`config.mk`:
```
export PLATFORM = sky130hd
export DESIGN_NAME = muldiv_unit
export DESIGN_NICKNAME = d
export VERILOG_FILES = /design/src/rtl/muldiv_unit.sv
export SDC_FILE = /design/constraint.sdc
export NUM_CORES = 1
export LEC_CHECK = 0
export ABC_AREA = 1
export BUFFER_PORTS_ARGS = -buffer_cell sky130_fd_sc_hd__buf_2
export CAP_MARGIN = 0
export CORE_MARGIN = 4
export CORE_UTILIZATION = 45
export DETAILED_ROUTE_END_ITERATION = 10
export SLEW_MARGIN = 15
export SYNTH_ARGS = -nofsm -noshare
export SYNTH_HDL_FRONTEND = slang
export SYNTH_SLANG_ARGS = --single-unit
```
`constraint.sdc`:
```
create_clock -name clock -period 3.45 [get_ports clock]
set_clock_uncertainty 0.15 [all_clocks]
set_input_delay 0.69 -clock clock [delete_from_list [all_inputs] [get_ports clock]]
set_output_delay 0.69 -clock clock [all_outputs]
set_load 0.01 [all_outputs]
```
`src/rtl/muldiv_unit.sv`:
```
// Iterative MULT/MULTU/DIV/DIVU unit with architectural HI/LO registers.
// One shift-add or restoring-divide step is done per cycle; stall_req holds the pipeline meanwhile.
module muldiv_unit #(
  parameter int WIDTH = 32,
  parameter int CNTW  = $clog2(WIDTH) + 1
) (
  input  logic             clock,
  input  logic             reset,
  input  logic             start,
  input  logic [2:0]       op,
  input  logic [WIDTH-1:0] opA,
  input  logic [WIDTH-1:0] opB,
  input  logic             flush,
  output logic             busy,
  output logic             stall_req,
  output logic             done,
  output logic [WIDTH-1:0] hi,
  output logic [WIDTH-1:0] lo
);

  typedef enum logic [1:0] {
    IDLE = 2'd0,
    CALC = 2'd1,
    FIX  = 2'd2
  } state_t;

  state_t             state_q;
  logic [2*WIDTH-1:0] acc_q;
  logic [2*WIDTH-1:0] acc_d;
  logic [WIDTH-1:0]   opnd_q;
  logic               is_div_q;
  logic               neg_a_q;
  logic               neg_b_q;
  logic [CNTW-1:0]    cnt_q;
  logic               busy_q;
  logic               done_q;
  logic [WIDTH-1:0]   hi_q;
  logic [WIDTH-1:0]   lo_q;

  logic [WIDTH:0]     mul_sum_s;
  logic [WIDTH:0]     div_shift_s;
  logic [WIDTH:0]     div_diff_s;
  logic [2*WIDTH-1:0] prod_s;
  logic [WIDTH-1:0]   fix_hi_s;
  logic [WIDTH-1:0]   fix_lo_s;
  logic               sgn_op_s;

  function automatic logic [WIDTH-1:0] abs_val(input logic [WIDTH-1:0] v, input logic neg);
    return neg ? (~v + {{(WIDTH-1){1'b0}}, 1'b1}) : v;
  endfunction

  // Single iteration step and final sign correction.
  always_comb begin
    sgn_op_s    = ~op[0];
    mul_sum_s   = {1'b0, acc_q[2*WIDTH-1:WIDTH]} + (acc_q[0] ? {1'b0, opnd_q} : {(WIDTH+1){1'b0}});
    div_shift_s = {acc_q[2*WIDTH-1:WIDTH], acc_q[WIDTH-1]};
    div_diff_s  = div_shift_s - {1'b0, opnd_q};
    acc_d       = acc_q;
    if (is_div_q) begin
      // Bit WIDTH of the difference is the borrow: set means the divisor did not fit.
      if (!div_diff_s[WIDTH]) begin
        acc_d = {div_diff_s[WIDTH-1:0], acc_q[WIDTH-2:0], 1'b1};
      end else begin
        acc_d = {div_shift_s[WIDTH-1:0], acc_q[WIDTH-2:0], 1'b0};
      end
    end else begin
      acc_d = {mul_sum_s, acc_q[WIDTH-1:1]};
    end
    prod_s   = (neg_a_q ^ neg_b_q) ? (~acc_q + {{(2*WIDTH-1){1'b0}}, 1'b1}) : acc_q;
    fix_hi_s = prod_s[2*WIDTH-1:WIDTH];
    fix_lo_s = prod_s[WIDTH-1:0];
    if (is_div_q) begin
      fix_lo_s = abs_val(acc_q[WIDTH-1:0], neg_a_q ^ neg_b_q);
      fix_hi_s = abs_val(acc_q[2*WIDTH-1:WIDTH], neg_a_q);
    end else begin
      fix_lo_s = prod_s[WIDTH-1:0];
    end
  end

  // Control FSM with HI/LO and status registers.
  always_ff @(posedge clock or negedge reset) begin
    if (!reset) begin
      state_q  <= IDLE;
      acc_q    <= {(2*WIDTH){1'b0}};
      opnd_q   <= {WIDTH{1'b0}};
      is_div_q <= 1'b0;
      neg_a_q  <= 1'b0;
      neg_b_q  <= 1'b0;
      cnt_q    <= {CNTW{1'b0}};
      busy_q   <= 1'b0;
      done_q   <= 1'b0;
      hi_q     <= {WIDTH{1'b0}};
      lo_q     <= {WIDTH{1'b0}};
    end else begin
      done_q <= 1'b0;
      case (state_q)
        IDLE: begin
          if (start && !flush) begin
            case (op)
              3'd0, 3'd1, 3'd2, 3'd3: begin
                is_div_q <= op[1];
                neg_a_q  <= sgn_op_s & opA[WIDTH-1];
                neg_b_q  <= sgn_op_s & opB[WIDTH-1];
                // Multiply keeps the multiplier in the low half; divide keeps the dividend there.
                if (op[1]) begin
                  acc_q  <= {{WIDTH{1'b0}}, abs_val(opA, sgn_op_s & opA[WIDTH-1])};
                  opnd_q <= abs_val(opB, sgn_op_s & opB[WIDTH-1]);
                end else begin
                  acc_q  <= {{WIDTH{1'b0}}, abs_val(opB, sgn_op_s & opB[WIDTH-1])};
                  opnd_q <= abs_val(opA, sgn_op_s & opA[WIDTH-1]);
                end
                cnt_q   <= CNTW'(WIDTH);
                busy_q  <= 1'b1;
                state_q <= CALC;
              end
              3'd4:    hi_q <= opA;
              3'd5:    lo_q <= opA;
              default: ;
            endcase
          end else begin
            busy_q <= 1'b0;
          end
        end
        CALC: begin
          if (flush) begin
            cnt_q   <= {CNTW{1'b0}};
            busy_q  <= 1'b0;
            state_q <= IDLE;
          end else begin
            acc_q <= acc_d;
            cnt_q <= cnt_q - CNTW'(1);
            if (cnt_q == CNTW'(1)) begin
              state_q <= FIX;
            end else begin
              state_q <= CALC;
            end
          end
        end
        FIX: begin
          if (!flush) begin
            hi_q   <= fix_hi_s;
            lo_q   <= fix_lo_s;
            done_q <= 1'b1;
          end else begin
            done_q <= 1'b0;
          end
          busy_q  <= 1'b0;
          state_q <= IDLE;
        end
        default: begin
          busy_q  <= 1'b0;
          state_q <= IDLE;
        end
      endcase
    end
  end

  assign busy      = busy_q;
  assign stall_req = busy_q;
  assign done      = done_q;
  assign hi        = hi_q;
  assign lo        = lo_q;

endmodule

```
==> results.sh <==
export IMPL_status="completed"
export IMPL_synth_async_reset_ratio_pct=100
export IMPL_h_tree_depth=4
export IMPL_worst_pin_slew_ps=798
export IMPL_ys_types=58
export IMPL_clkPwrFrac_pct=10.1
export IMPL_use_met1_pct=51.0
export IMPL_fill_cells=4241
export IMPL_post_cts_buffers=0
export IMPL_antenna_found_initial=0
export IMPL_core_area_um2=39700
export IMPL_clock_latency_ps=480
export IMPL_crit_fanout=20
export IMPL_die_w_um=208
export IMPL_grt_max_degree=78
export IMPL_r2r_start="acc_q[31]"
export IMPL_grt_ovfl_total=0
export IMPL_grt_pass1_wl_um=118000
export IMPL_syn_nets=3141
export IMPL_synth_edf_count=0
export IMPL_hold_violations=0
export IMPL_placed_cells=3624
export IMPL_cp_start_kind="flip-flop"
export IMPL_r2r_cells=19
export IMPL_io_pins=138
export IMPL_p_seq_share_pct=20.2
export IMPL_drive_gt1_share_pct=12.0
export IMPL_dp_hpwl_um=65800
export IMPL_portBuffers=137
export IMPL_post_route_min_period_ps=3140
export IMPL_hold_class="in2async"
export IMPL_wirelength_um=79800
export IMPL_setup_tns_ps=0
export IMPL_p_comb_share_pct=69.7
export IMPL_ir_drop_mv=0.495
export IMPL_areaGrowthSynthToFinish_pct=10.9
export IMPL_worstReg2RegEnd="acc_q[52]"
export IMPL_p_leak_uw=0.0101
export IMPL_setup_viol=0
export IMPL_netlist_area_um2=18100
export IMPL_cp_arrival_ps=3410
export IMPL_slew_headroom_pct=46.8
export IMPL_r2r_slack_ps=310
export IMPL_end_kind="flip-flop"
export IMPL_multi_input_area_um2=11800
export IMPL_yosysSeqAreaShare_pct=24.0
export IMPL_layout_nets=3261
export IMPL_gp_congestion=1.04
export IMPL_use_met2_pct=51.8
export IMPL_seq_area_um2=4330
export IMPL_grt_pass1_vias=19200
export IMPL_crit_required_ps=3720
export IMPL_path_class="reg2reg"
export IMPL_switching_share_pct=57.5
export IMPL_clock_sinks=173
export IMPL_synth_flop_cell="dfrtp_1"
export IMPL_final_antenna_net_count=0
export IMPL_cts_buffer_depth=2
export IMPL_cts_root_buffer="clkbuf_16"
export IMPL_dieArea_um2=43400
export IMPL_yosys_warnings=0
export IMPL_vias=21200
export IMPL_cts_tree="yes"
export IMPL_p_per_area_nw_per_um2=971
export IMPL_postSynthAreaPerCell_um2=6.03
export IMPL_drc=0
export IMPL_firstDrtPassIters=6
export IMPL_synth_cells=2998
export IMPL_ys_ff_latch=173
export IMPL_die_h_um=208
export IMPL_grt_setup_unrepaired="false"
export IMPL_p_switching_uw=11200
export IMPL_start_util_pct=45.5
export IMPL_grtUsageMet3_pct=6.92
export IMPL_final_core_util_pct=50.4
export IMPL_clkTransAtPathRegs_ps=70
export IMPL_routedWlPerCell_um=21.8
export IMPL_grt_busiest_layer="met2"
export IMPL_cts_made_buffers=17
export IMPL_cap_violations=0
export IMPL_max_clock_freq_mhz=319
export IMPL_maxSlewViolCount=0
export IMPL_fin_crit_sh_pct=90.9
export IMPL_groute_usage_overall_pct=35.3
export IMPL_hold_buffers=0
export IMPL_p_int_uw=8270
export IMPL_via_per_inst=5.80
export IMPL_drtIter0Drc=2854
export IMPL_ctsResizeCount=0
export IMPL_rows=73
export IMPL_final_cells=3657
cells by family after synthesis:
group | Yosys count | share of synthesized area, %
simple gates | 1692 | 41.1
fa+ha+maj | 72 | 5.07
buf+inv | 488 | 10.9
flops | 173 | 24.0
xor+xnor | 58 | 2.81
compound gates | 515 | 16.2
flip-flops by register name (all words and copies together) (netlist names), 2 cells and up:
signal / count
hi: 32
state_q: 2
opnd_q: 32
lo: 32
acc_q: 64
cnt_q: 6
layout make-up:
type	instances	share of cell area, %
clock buffer	18	2.19
inverter	388	7.29
timing repair buffer	201	5.98
sequential	173	21.6
tap	525	3.28
multi-input combinational	2337	58.9
clock inverter	14	0.744
antenna	1	0.0125
metal layers:
layer	wire, um	part of all wire (%)
met4	3520	4.4
met3	7770	9.7
met1	34800	44
met5	0	0
met2	33600	42
cell usage in the layout (no fill, tap or decap), types with 62 or more instances in the layout:
master	n
o21ai_0	157
nand2_1	774
nor2_1	423
a21oi_1	196
dfrtp_1	172
nand3_1	295
buf_4	62
inv_1	366
ha_1	70
buf_2	136
worst max-delay path, cell delays in order (launching register included):
cell,delay [ps]
dfrtp_1,410
inv_1,140
ha_1,250
fa_1,400
inv_1,70
nand2_1,40
nand2_1,130
nand3_1,120
nand2_2,130
nand2_2,70
nand2_4,100
nand2_4,80
nand2_4,90
nand2_4,50
nand2_4,250
buf_4,240
nand3_1,110
nand3_1,80
nand3_1,80
nand2_1,70
synth_stat cells (all sizes together) (14+ instances only):
master  number  area share (%)
inv        385             8.0
or2         19            0.66
dfrtp      173              24
a21oi      201             5.7
a31oi       35             1.2
nor2       442             9.6
nand2      810              18
buf         45             1.6
nand3      333              10
clkbuf      55             1.1
o21ai      178             5.0
nand4       33             1.1
o211ai      43             1.8
xor2        44             2.1
xnor2       14            0.68
ha          70             4.8
nor3        28            0.80
nand3b      18            0.75
metrics by stage:
step | instance area [um2] | hold WS, ps | total power [uW] | setup slack, ps
after floorplan | 18100 | 244 | 12900 | 756
after global placement | 19400 | 319 | 17000 | 451
after detailed placement | 19400 | 327 | 17100 | 386
after CTS | 20000 | 14.8 | 19100 | 358
after global routing | 20000 | 31.2 | 20900 | 135
final | 20000 | 11.3 | 19400 | 312
worst max-delay path by stage:
stage               from  cells after the start        end  slack (ps)
2_1_floorplan   acc_q[0]                     17  acc_q[59]         760
3_3_place_gp   acc_q[31]                     19  acc_q[49]         450
3_5_place_dp   acc_q[31]                     19  acc_q[49]         390
4_1_cts        acc_q[31]                     19  acc_q[52]         360
5_1_grt        acc_q[31]                     19  acc_q[52]         130
6_report       acc_q[31]                     19  acc_q[52]         310
power by group through the flow:
stage / clock network (uW) / logic, uW / registers (uW)
2_1_floorplan: 0 / 9140 / 3790
3_3_place_gp: 0 / 13100 / 3890
3_5_place_dp: 0 / 13200 / 3920
4_1_cts: 1990 / 13200 / 3890
5_1_grt: 2070 / 14900 / 4010
6_report: 1970 / 13500 / 3930
Note: power is estimated with default switching activity, not from simulation.
